## config.mk

```make
export PLATFORM = sky130hd
export DESIGN_NAME = arb_requester
export DESIGN_NICKNAME = d
export VERILOG_FILES = /design/src/rtl/arb_pkg.sv /design/src/rtl/sync_fifo.sv /design/src/rtl/arb_requester.sv
export SDC_FILE = /design/constraint.sdc
export NUM_CORES = 1
export LEC_CHECK = 0
export CORE_MARGIN = 2
export CORE_UTILIZATION = 30
export CTS_BUF_LIST = sky130_fd_sc_hd__clkbuf_4
export CTS_CLUSTER_SIZE = 12
export DETAILED_ROUTE_END_ITERATION = 16
export PLACE_DENSITY = 0.59
export SLEW_MARGIN = 15
export SYNTH_ARGS = -nofsm -noshare
export SYNTH_HDL_FRONTEND = slang
export SYNTH_HIERARCHICAL = 1
export SYNTH_SLANG_ARGS = --single-unit
```

## constraint.sdc

```tcl
create_clock -name clk -period 3 [get_ports clk]
set_input_delay 0.3 -clock clk [delete_from_list [all_inputs] [get_ports clk]]
set_output_delay 0.3 -clock clk [all_outputs]
set_load 0.03 [all_outputs]
```

## src/rtl/arb_pkg.sv

```systemverilog
// ============================================================================
// Module   : arb_pkg
// Brief    : Shared requester state encoding and arbiter grant length.
// Revision : 1.0 - initial release
// ============================================================================
`default_nettype none

package arb_pkg;

    typedef enum logic [2:0] {
        REQ_IDLE = 3'b001,
        REQ_REQ  = 3'b010,
        REQ_XFER = 3'b100
    } req_state_t;

    // Length of one arbiter grant window in cycles.
    localparam int GNT_WIN = 8;

endpackage

`default_nettype wire

```

## src/rtl/sync_fifo.sv

```systemverilog
// ============================================================================
// Module   : sync_fifo
// Brief    : Single-clock FIFO; a push while full is dropped even if a pop
//            happens in the same cycle.
// Revision : 1.0 - initial release
// ============================================================================
`default_nettype none

module sync_fifo #(
    parameter int DW = 8,
    parameter int AW = 4
)(
    input  logic          clk,
    input  logic          resetl,
    input  logic          i_push,
    input  logic [DW-1:0] i_push_data,
    input  logic          i_pop,
    output logic [DW-1:0] o_pop_data,
    output logic          o_full,
    output logic          o_empty,
    output logic [AW:0]   o_count
);

    localparam logic [AW:0] c_DEPTH = (AW+1)'(1 << AW);

    logic [DW-1:0] r_mem [0:(1 << AW)-1];
    logic [AW-1:0] r_wr_ptr;
    logic [AW-1:0] r_rd_ptr;
    logic [AW:0]   r_count;
    logic          w_push_ok;
    logic          w_pop_ok;

    assign o_full     = (r_count == c_DEPTH);
    assign o_empty    = (r_count == '0);
    assign o_count    = r_count;
    assign o_pop_data = r_mem[r_rd_ptr];

    assign w_push_ok = i_push && !o_full;
    assign w_pop_ok  = i_pop && !o_empty;

    always_ff @(posedge clk) begin
        if (!resetl) begin
            r_wr_ptr <= '0;
            r_rd_ptr <= '0;
            r_count  <= '0;
        end else begin
            if (w_push_ok) r_wr_ptr <= r_wr_ptr + 1'b1;
            if (w_pop_ok)  r_rd_ptr <= r_rd_ptr + 1'b1;
            r_count <= r_count + (AW+1)'(w_push_ok) - (AW+1)'(w_pop_ok);
        end
    end

    // Storage carries no reset; validity is tracked entirely by the pointers.
    always_ff @(posedge clk) begin
        if (w_push_ok) r_mem[r_wr_ptr] <= i_push_data;
    end

endmodule

`default_nettype wire

```

## src/rtl/arb_requester.sv

```systemverilog
// ============================================================================
// Module   : arb_requester
// Brief    : Requester front end for one round-robin arbiter port: buffers
//            local words, requests the bus and drains one beat per granted cycle.
// Revision : 1.0 - initial release
// ============================================================================
`default_nettype none

module arb_requester
    import arb_pkg::*;
#(
    parameter int DW    = 8,
    parameter int AW    = 4,
    parameter int TMO_W = 6
)(
    input  logic          clk,
    input  logic          resetl,
    input  logic          wr_en,
    input  logic [DW-1:0] wr_data,
    output logic          full,
    output logic [AW:0]   count,
    output logic          req,
    input  logic          gnt,
    output logic          bus_valid,
    output logic [DW-1:0] bus_data,
    output logic          ovf,
    output logic          tmo,
    output logic          gnt_err
);

    localparam logic [TMO_W-1:0] c_TMO_MAX  = TMO_W'((1 << TMO_W) - 1);
    localparam logic [TMO_W-1:0] c_TMO_LAST = TMO_W'((1 << TMO_W) - 2);

    req_state_t       r_state;
    req_state_t       w_state_next;
    logic             w_req;
    logic             w_pop;
    logic             w_set_gnt_err;
    logic             w_push_ok;
    logic             w_empty;
    logic [DW-1:0]    w_fifo_dout;
    logic [AW:0]      w_count_next;
    logic [TMO_W-1:0] r_tmo_cnt;
    logic             r_bus_valid;
    logic [DW-1:0]    r_bus_data;
    logic             r_ovf;
    logic             r_tmo;
    logic             r_gnt_err;

    sync_fifo #(
        .DW (DW),
        .AW (AW)
    ) u_fifo (
        .clk         (clk),
        .resetl      (resetl),
        .i_push      (wr_en),
        .i_push_data (wr_data),
        .i_pop       (w_pop),
        .o_pop_data  (w_fifo_dout),
        .o_full      (full),
        .o_empty     (w_empty),
        .o_count     (count)
    );

    assign w_push_ok = wr_en && !full;
    // Occupancy after this cycle when no pop is taking place.
    assign w_count_next = count + (AW+1)'(w_push_ok);

    always_ff @(posedge clk) begin
        if (!resetl) r_state <= REQ_IDLE;
        else         r_state <= w_state_next;
    end

    always_comb begin
        w_state_next  = r_state;
        w_req         = 1'b0;
        w_pop         = 1'b0;
        w_set_gnt_err = 1'b0;
        case (r_state)
            REQ_IDLE: begin
                if (gnt)           w_set_gnt_err = 1'b1;
                if (count != '0)   w_state_next  = REQ_REQ;
            end
            REQ_REQ: begin
                w_req = 1'b1;
                if (gnt) begin
                    w_pop        = !w_empty;
                    w_state_next = REQ_XFER;
                end
            end
            REQ_XFER: begin
                if (gnt)                      w_pop        = !w_empty;
                else if (w_count_next != '0)  w_state_next = REQ_REQ;
                else                          w_state_next = REQ_IDLE;
            end
            default: w_state_next = REQ_IDLE;
        endcase
    end

    // Timeout counter saturates so the sticky flag sets exactly once.
    always_ff @(posedge clk) begin
        if (!resetl) begin
            r_tmo_cnt <= '0;
            r_tmo     <= 1'b0;
        end else if (r_state == REQ_REQ && !gnt) begin
            if (r_tmo_cnt != c_TMO_MAX)  r_tmo_cnt <= r_tmo_cnt + 1'b1;
            if (r_tmo_cnt == c_TMO_LAST) r_tmo     <= 1'b1;
        end else begin
            r_tmo_cnt <= '0;
        end
    end

    always_ff @(posedge clk) begin
        if (!resetl) begin
            r_bus_valid <= 1'b0;
            r_bus_data  <= '0;
            r_ovf       <= 1'b0;
            r_gnt_err   <= 1'b0;
        end else begin
            r_bus_valid <= w_pop;
            if (w_pop)         r_bus_data <= w_fifo_dout;
            if (wr_en && full) r_ovf      <= 1'b1;
            if (w_set_gnt_err) r_gnt_err  <= 1'b1;
        end
    end

    assign req       = w_req;
    assign bus_valid = r_bus_valid;
    assign bus_data  = r_bus_data;
    assign ovf       = r_ovf;
    assign tmo       = r_tmo;
    assign gnt_err   = r_gnt_err;

endmodule

`default_nettype wire
```

### Yosys cells after proc, flatten, opt, wreduce, memory -nomap -nowiden

Memories as Yosys holds them, arrays and structs flattened. A register that Yosys moved wholly into a read port is not among the register bits.
Index checks and enable logic that the tools add are counted.

* RAM bits: 128
* memories kept: 1
* register bits: 26
* logic and storage cells: 51
* bits of input ports: 12

Memories
* u_fifo.r_mem: words 16, width 8, read ports 1, clocked after Yosys merged registers in 1, wr ports 1, RTL line sync_fifo.sv:26 `logic [DW-1:0] r_mem [0:(1 << AW)-1];`

* $add $sub $neg: 5
* eq/ne operators: 9
* multiplexer cells: 12
* reduce and logical (&&, ||, !) cells: 15

Operators by type and width (count)
* $reduce_bool A5 Y1: 2
* $mux W3: 3
* $pmux W3 S3: 1
* $add A4 B1 Y4 const B: 2
* $mux W1: 7
* $add A6 B1 Y6 const B: 1
* $eq A6 B6 Y1 const B: 1
* $ne A2 B2 Y1 const B: 3
* $ne A6 B6 Y1 const B: 1
* $add A5 B1 Y5: 1
* $eq A5 B5 Y1 const B: 1
* $logic_not A5 Y1: 1
* $sub A5 B1 Y5: 1
* $logic_and A1 B1 Y1: 4
* $logic_not A1 Y1: 4
* $reduce_and A2 Y1: 2
* $eq A3 B1 Y1 const B: 1
* $eq A3 B2 Y1 const B: 1
* $eq A3 B3 Y1 const B: 1
* $reduce_and A3 Y1: 1
* $mux W2: 1
* $reduce_or A2 Y1: 1

### Logic depth before layout (Yosys ltp)

* depth in word-level cells: 8
* gate-level depth with buffers: 16
* mapped depth without buffers: 15

### Modules after synthesis

Netlist, hierarchy kept.

By module, submodules not included
* sync_fifo: area an instance 5808.1 um^2, instances 1, cells each 309, sequential area each 4184.0 um^2
* arb_requester: area an instance 930.9 um^2, instances 1, cells each 102, sequential area each 420.4 um^2

### Least setup slack after synthesis

No wires, ideal clock.

* kind: register -> register
* start: reg u_fifo.r_count[3] (netlist: u_fifo/o_count[3])
* end: reg u_fifo.r_count[4] (netlist: u_fifo/o_count[4])
* required time: 2884 ps
* period minus slack after synthesis: 3334 ps
* cell stages (with the launch flop): 17
* path slack: -334 ps
* arrival time: 3219 ps
* buffers on the path: 1
* setup time: 116 ps
* path through: dfxtp_1 > inv_1 > ha_1 > or4b_4 > inv_1 > nor4_2 > buf_4 > nand2_1 > inv_1 > ha_1 > inv_1 > ha_1 > fa_1 > a21oi_1 > nor2_1 > or3_1 > and3_1

* cells in the longest elaborated chain, start to end: 6
* elaborated cells on any way between the ends: 10

RTL lines
* start, declared: RTL line sync_fifo.sv:29 `logic [AW:0] r_count;`
* start signal, assigned: RTL line sync_fifo.sv:49 `r_count <= r_count + (AW+1)'(w_push_ok) - (AW+1)'(w_pop_ok);`
* $logic_not A5 Y1: RTL line sync_fifo.sv:34 `assign o_empty = (r_count == '0);`
* named net w_empty: RTL line arb_requester.sv:40 `logic w_empty;`
* $logic_not A1 Y1: RTL line arb_requester.sv:87, arb_requester.sv:92
* $mux W1: RTL line arb_requester.sv:86, arb_requester.sv:92
* $mux W1
* named net w_pop: RTL line arb_requester.sv:37 `logic w_pop;`
* $logic_and A1 B1 Y1: RTL line sync_fifo.sv:39 `assign w_pop_ok = i_pop && !o_empty;`
* named net u_fifo.w_pop_ok: RTL line sync_fifo.sv:31 `logic w_pop_ok;`
* $sub A5 B1 Y5: RTL line sync_fifo.sv:49

The timed path passes the listed nets, and every way through them passes these cells.
A chain may end at the register's enable or synchronous reset.

### Worst setup path in the final report

* start: reg u_fifo.r_count[3] (netlist: u_fifo/o_count[3])
* end: reg u_fifo.r_count[4] (netlist: u_fifo/o_count[4])

* cells in the longest elaborated chain, start to end: 6
* elaborated cells on any way between the ends: 10

RTL lines (RTL line)
* $logic_not A5 Y1 *: sync_fifo.sv:34
* named net w_empty: arb_requester.sv:40
* $logic_not A1 Y1 *: sync_fifo.sv:39, arb_requester.sv:87, arb_requester.sv:92
* $mux W1: arb_requester.sv:86, arb_requester.sv:92
* $mux W1
* $logic_and A1 B1 Y1 *: sync_fifo.sv:39
* named net u_fifo.w_pop_ok: sync_fifo.sv:31
* $sub A5 B1 Y5 *: sync_fifo.sv:49

Mark *: on every way through the listed nets, which the timed path passes. The rest lies on a longest branch.

==> impl_metrics.xml <==
<?xml version="1.0" encoding="UTF-8"?>
<metrics>
  <group name="route">
    <metric name="vias" unit="">3692</metric>
    <metric name="post_drt_via_cell_ratio" unit="">4.814</metric>
    <metric name="drtAntennaViolNets" unit="">0</metric>
    <metric name="first_iter_violations" unit="">245</metric>
    <metric name="route.detailed.drc" unit="">0</metric>
    <metric name="wl_per_cell" unit="µm">17.41</metric>
    <metric name="detailedRoute.firstPassIterationCount" unit="">5</metric>
    <metric name="routed_wirelength" unit="µm">13350</metric>
  </group>
  <group name="sta">
    <metric name="min_period" unit="ns">2.886</metric>
    <metric name="timing_worst_slew_pin_value" unit="ns">0.7915</metric>
    <metric name="fmax" unit="GHz">0.3465</metric>
    <metric name="final-hold-violation-count" unit="">0</metric>
    <metric name="final-setup-viol-count" unit="">0</metric>
    <metric name="relSlewSlack" unit="%">47.13</metric>
    <metric name="timing.setup.tns" unit="ns">0</metric>
    <metric name="finalClockSkew" unit="ns">0.01821</metric>
    <metric name="timing.final.max_slew_violations" unit="">0</metric>
    <metric name="post-route-period-util" unit="%">96.21</metric>
  </group>
  <group name="worst_setup_path">
    <metric name="ws_path_type" unit="">reg -&gt; reg</metric>
    <metric name="startpoint_type_of_the_worst_setup_path" unit="">register</metric>
    <metric name="worstSetupEndpointType" unit="">register</metric>
    <metric name="crit_path_top_delay_cell" unit="">sky130_fd_sc_hd__or4b_4</metric>
    <metric name="cp_common_cell" unit="">sky130_fd_sc_hd__inv_1</metric>
    <metric name="cp.required" unit="ns">3.44</metric>
    <metric name="crit_chain" unit="">inv_4, ha_4, or4b_4, inv_2, nor4_4, nand2_4, inv_1, ha_1, inv_1, ha_2, fa_2, a21oi_2, nor2_1, or3_1, and3_1</metric>
    <metric name="crit_fanout" unit="">4</metric>
    <metric name="arrival" unit="ns">3.33</metric>
    <metric name="cp_slowest_stage_delay" unit="ns">0.47</metric>
  </group>
  <group name="power_and_ir_drop">
    <metric name="leakagePower" unit="µW">0.002601</metric>
    <metric name="share_seq_of_total_power" unit="%">53.1</metric>
    <metric name="clkPwrFrac" unit="%">25.9</metric>
    <metric name="p_comb_share" unit="%">21.0</metric>
    <metric name="power.switching_fraction" unit="%">28.99</metric>
    <metric name="power-per-cell-area" unit="mW/mm²">649.6</metric>
    <metric name="power.switching" unit="µW">1477</metric>
    <metric name="ir_drop" unit="µV">204.9</metric>
    <metric name="power_report.internal_total" unit="µW">3618</metric>
  </group>
  <group name="clock_network">
    <metric name="clk_transition_reported_paths" unit="ns">0.13</metric>
    <metric name="cts.htree.levels" unit="">4</metric>
    <metric name="worstSkewPairLatency" unit="ns">0.55</metric>
    <metric name="numCtsBuffers" unit="">17</metric>
    <metric name="cts_buffer_depth" unit="">2</metric>
    <metric name="cts_tree" unit="">done</metric>
    <metric name="cts_hold_buf" unit="">0</metric>
    <metric name="clock_tree_sinks" unit="">166</metric>
    <metric name="clock-root-buffer" unit="">sky130_fd_sc_hd__clkbuf_4</metric>
  </group>
  <group name="yosys">
    <metric name="synth-edff-count" unit="">128</metric>
    <metric name="avg_synthesized_cell_area" unit="µm²">16.40</metric>
    <metric name="postSynth.asyncResetShare" unit="%">0</metric>
    <metric name="synthesis.yosys.warnings" unit="">6</metric>
    <metric name="synth_fp_nets" unit="">439</metric>
    <metric name="synth_sequential_area_ratio" unit="%">68.33</metric>
    <metric name="yosys_register_bits" unit="">166</metric>
    <metric name="postSynthCellCount" unit="">411</metric>
    <metric name="postSynth.topFlopCell" unit="">sky130_fd_sc_hd__edfxtp_1</metric>
    <metric name="syn_area" unit="mm²">0.006739</metric>
    <metric name="ys_types" unit="">46</metric>
  </group>
  <group name="global_route">
    <metric name="initial_antenna_violation_count" unit="">1</metric>
    <metric name="grt_util_all_layers" unit="%">11.86</metric>
    <metric name="grt_max_degree" unit="">33</metric>
    <metric name="vias_in_the_first_global_route" unit="">3785</metric>
    <metric name="grt_remaining_overflow" unit="">0</metric>
    <metric name="grt_pass1_wl" unit="µm">20980</metric>
  </group>
  <group name="floorplan">
    <metric name="top_level_ports" unit="">31</metric>
    <metric name="fp.dieArea" unit="mm²">0.02368</metric>
    <metric name="initial_utilization" unit="%">30.69</metric>
    <metric name="die_height" unit="µm">153.9</metric>
    <metric name="row_count" unit="">54</metric>
    <metric name="core" unit="mm²">0.02196</metric>
    <metric name="floorplan.die.width" unit="µm">153.9</metric>
  </group>
  <group name="placed_design">
    <metric name="detailedPlacementHpwl" unit="µm">8678</metric>
    <metric name="portBuffers" unit="">30</metric>
    <metric name="dpl_cell_area" unit="mm²">0.007522</metric>
    <metric name="gp_routability_congestion" unit="">0.7988</metric>
  </group>
  <group name="hold_path">
    <metric name="hold_path_class" unit="">in -&gt; reg</metric>
  </group>
  <group name="status">
    <metric name="outcome" unit="">finished, final reports clean</metric>
  </group>
  <group name="finish">
    <metric name="non_filler_cell_area_final" unit="mm²">0.007844</metric>
    <metric name="nNetsFinal" unit="">501</metric>
    <metric name="area_growth_syn_to_layout" unit="%">16.39</metric>
    <metric name="layout-drive-gt1-share" unit="%">20.16</metric>
    <metric name="layout_common_cells" unit="">sky130_fd_sc_hd__edfxtp_1, sky130_fd_sc_hd__dfxtp_1, sky130_fd_sc_hd__nor2_1</metric>
    <metric name="layout_commonest_cell" unit="">sky130_fd_sc_hd__edfxtp_1</metric>
  </group>
  <group name="flow_run">
    <metric name="maxCapViolations" unit="">0</metric>
  </group>
</metrics>
-- stage by stage --
step	worst slack [ns]	hold WS (ns)	util (%)	power, µW	instances
floorplan	-0.05880	0.3989	-	3429	411
global placement	0.08855	0.4494	34.26	3759	731
detailed placement	0.04158	0.4492	34.26	3791	731
CTS	0.02072	0.3460	35.60	5114	763
global route	-0.003223	0.3472	35.72	5353	767
finish	0.1137	0.4035	35.72	5095	767
-- cell families (layout without fill, tap and decap cells) --
group,after synthesis,in the layout,synth area share (%)
AO/OA/AOI/OAI,37,37,3.732
flip-flops,166,166,68.33
multiplexers,42,42,12.63
other,0,1,0
adder cells (fa/ha/maj),16,16,3.082
buffers and inverters,30,105,2.451
AND/OR/NAND/NOR,108,108,8.225
XOR/XNOR,12,12,1.560
-- Yosys cell counts, types with 7 or more instances --
| cell type | number | area share [%] |
|---|---|---|
| sky130_fd_sc_hd__inv_1 | 14 | 0.78 |
| sky130_fd_sc_hd__nor3_1 | 7 | 0.52 |
| sky130_fd_sc_hd__nand2_1 | 20 | 1.1 |
| sky130_fd_sc_hd__edfxtp_1 | 128 | 57 |
| sky130_fd_sc_hd__mux4_2 | 24 | 8.0 |
| sky130_fd_sc_hd__a21oi_1 | 7 | 0.52 |
| sky130_fd_sc_hd__a22oi_1 | 16 | 1.8 |
| sky130_fd_sc_hd__xnor2_1 | 9 | 1.2 |
| sky130_fd_sc_hd__nor2_1 | 32 | 1.8 |
| sky130_fd_sc_hd__mux2i_1 | 10 | 1.5 |
| sky130_fd_sc_hd__nand3_1 | 9 | 0.67 |
| sky130_fd_sc_hd__mux4_1 | 8 | 3.1 |
| sky130_fd_sc_hd__and2_1 | 16 | 1.5 |
| sky130_fd_sc_hd__dfxtp_1 | 38 | 11 |
| sky130_fd_sc_hd__ha_1 | 15 | 2.8 |
-- layout make-up --
| class | count | area [µm²] |
|---|---|---|
| flip-flops and latches | 166 | 4614 |
| inverters | 14 | 57.56 |
| diodes | 1 | 2.502 |
| clock buffers | 17 | 127.6 |
| well taps | 280 | 350.3 |
| clock inverters | 15 | 166.4 |
| fillers | 2038 | 14110 |
| multi-input cells | 215 | 2007 |
| repair buffers | 59 | 518.0 |
-- critical path: cells and delay by family, from the launching register on --
kind	cells	cell delay, ns
simple gates	6	1.12
flops	1	0.38
fa+ha+maj	4	0.94
compound gates	1	0.12
buf+inv	4	0.23
-- repair_timing --
| action | in CTS | in global routing |
|---|---|---|
| gates resized for setup | 0 | 1 |
| setup endpoints to repair | 0 | 1 |
| hold endpoints to repair | 0 | 0 |
| buffers inserted | 0 | 3 |
-- path summary, 6_finish.rpt --
path,startpoint,end,slack [ns],cells past startpoint
setup / recovery,u_fifo/o_count[3],u_fifo/o_count[4],0.11,15
hold / removal,gnt,r_state[0],0.40,2
setup reg to reg,u_fifo/o_count[3],u_fifo/o_count[4],0.11,15
hold reg to reg,tmo,tmo,0.47,2
-- flip-flops by register name (all words and copies together) (netlist names), named ones only --
signal,cells
u_fifo/r_wr_ptr,4
tmo,1
u_fifo/o_count,5
ovf,1
gnt_err,1
bus_data,8
r_tmo_cnt,6
r_state,3
u_fifo/r_mem,128
bus_valid,1
u_fifo/r_rd_ptr,4
-- per-layer routing --
layer,global-route usage (%),vias up,wire length (µm)
li1,-,1709,-
met1,14.65,1898,5827
met2,20.25,71,6736
met3,3.241,14,587
met5,0,-,0
met4,3.872,0,199
-- power by group through the flow --
stage / combinational [µW] / clock, µW / sequential [µW]
floorplan: 613 / 0 / 2820
global placement: 1010 / 0 / 2750
detailed placement: 1030 / 0 / 2770
CTS: 1030 / 1370 / 2710
global route: 1170 / 1460 / 2730
finish: 1070 / 1320 / 2710
Power figures use the tool's default switching activity.
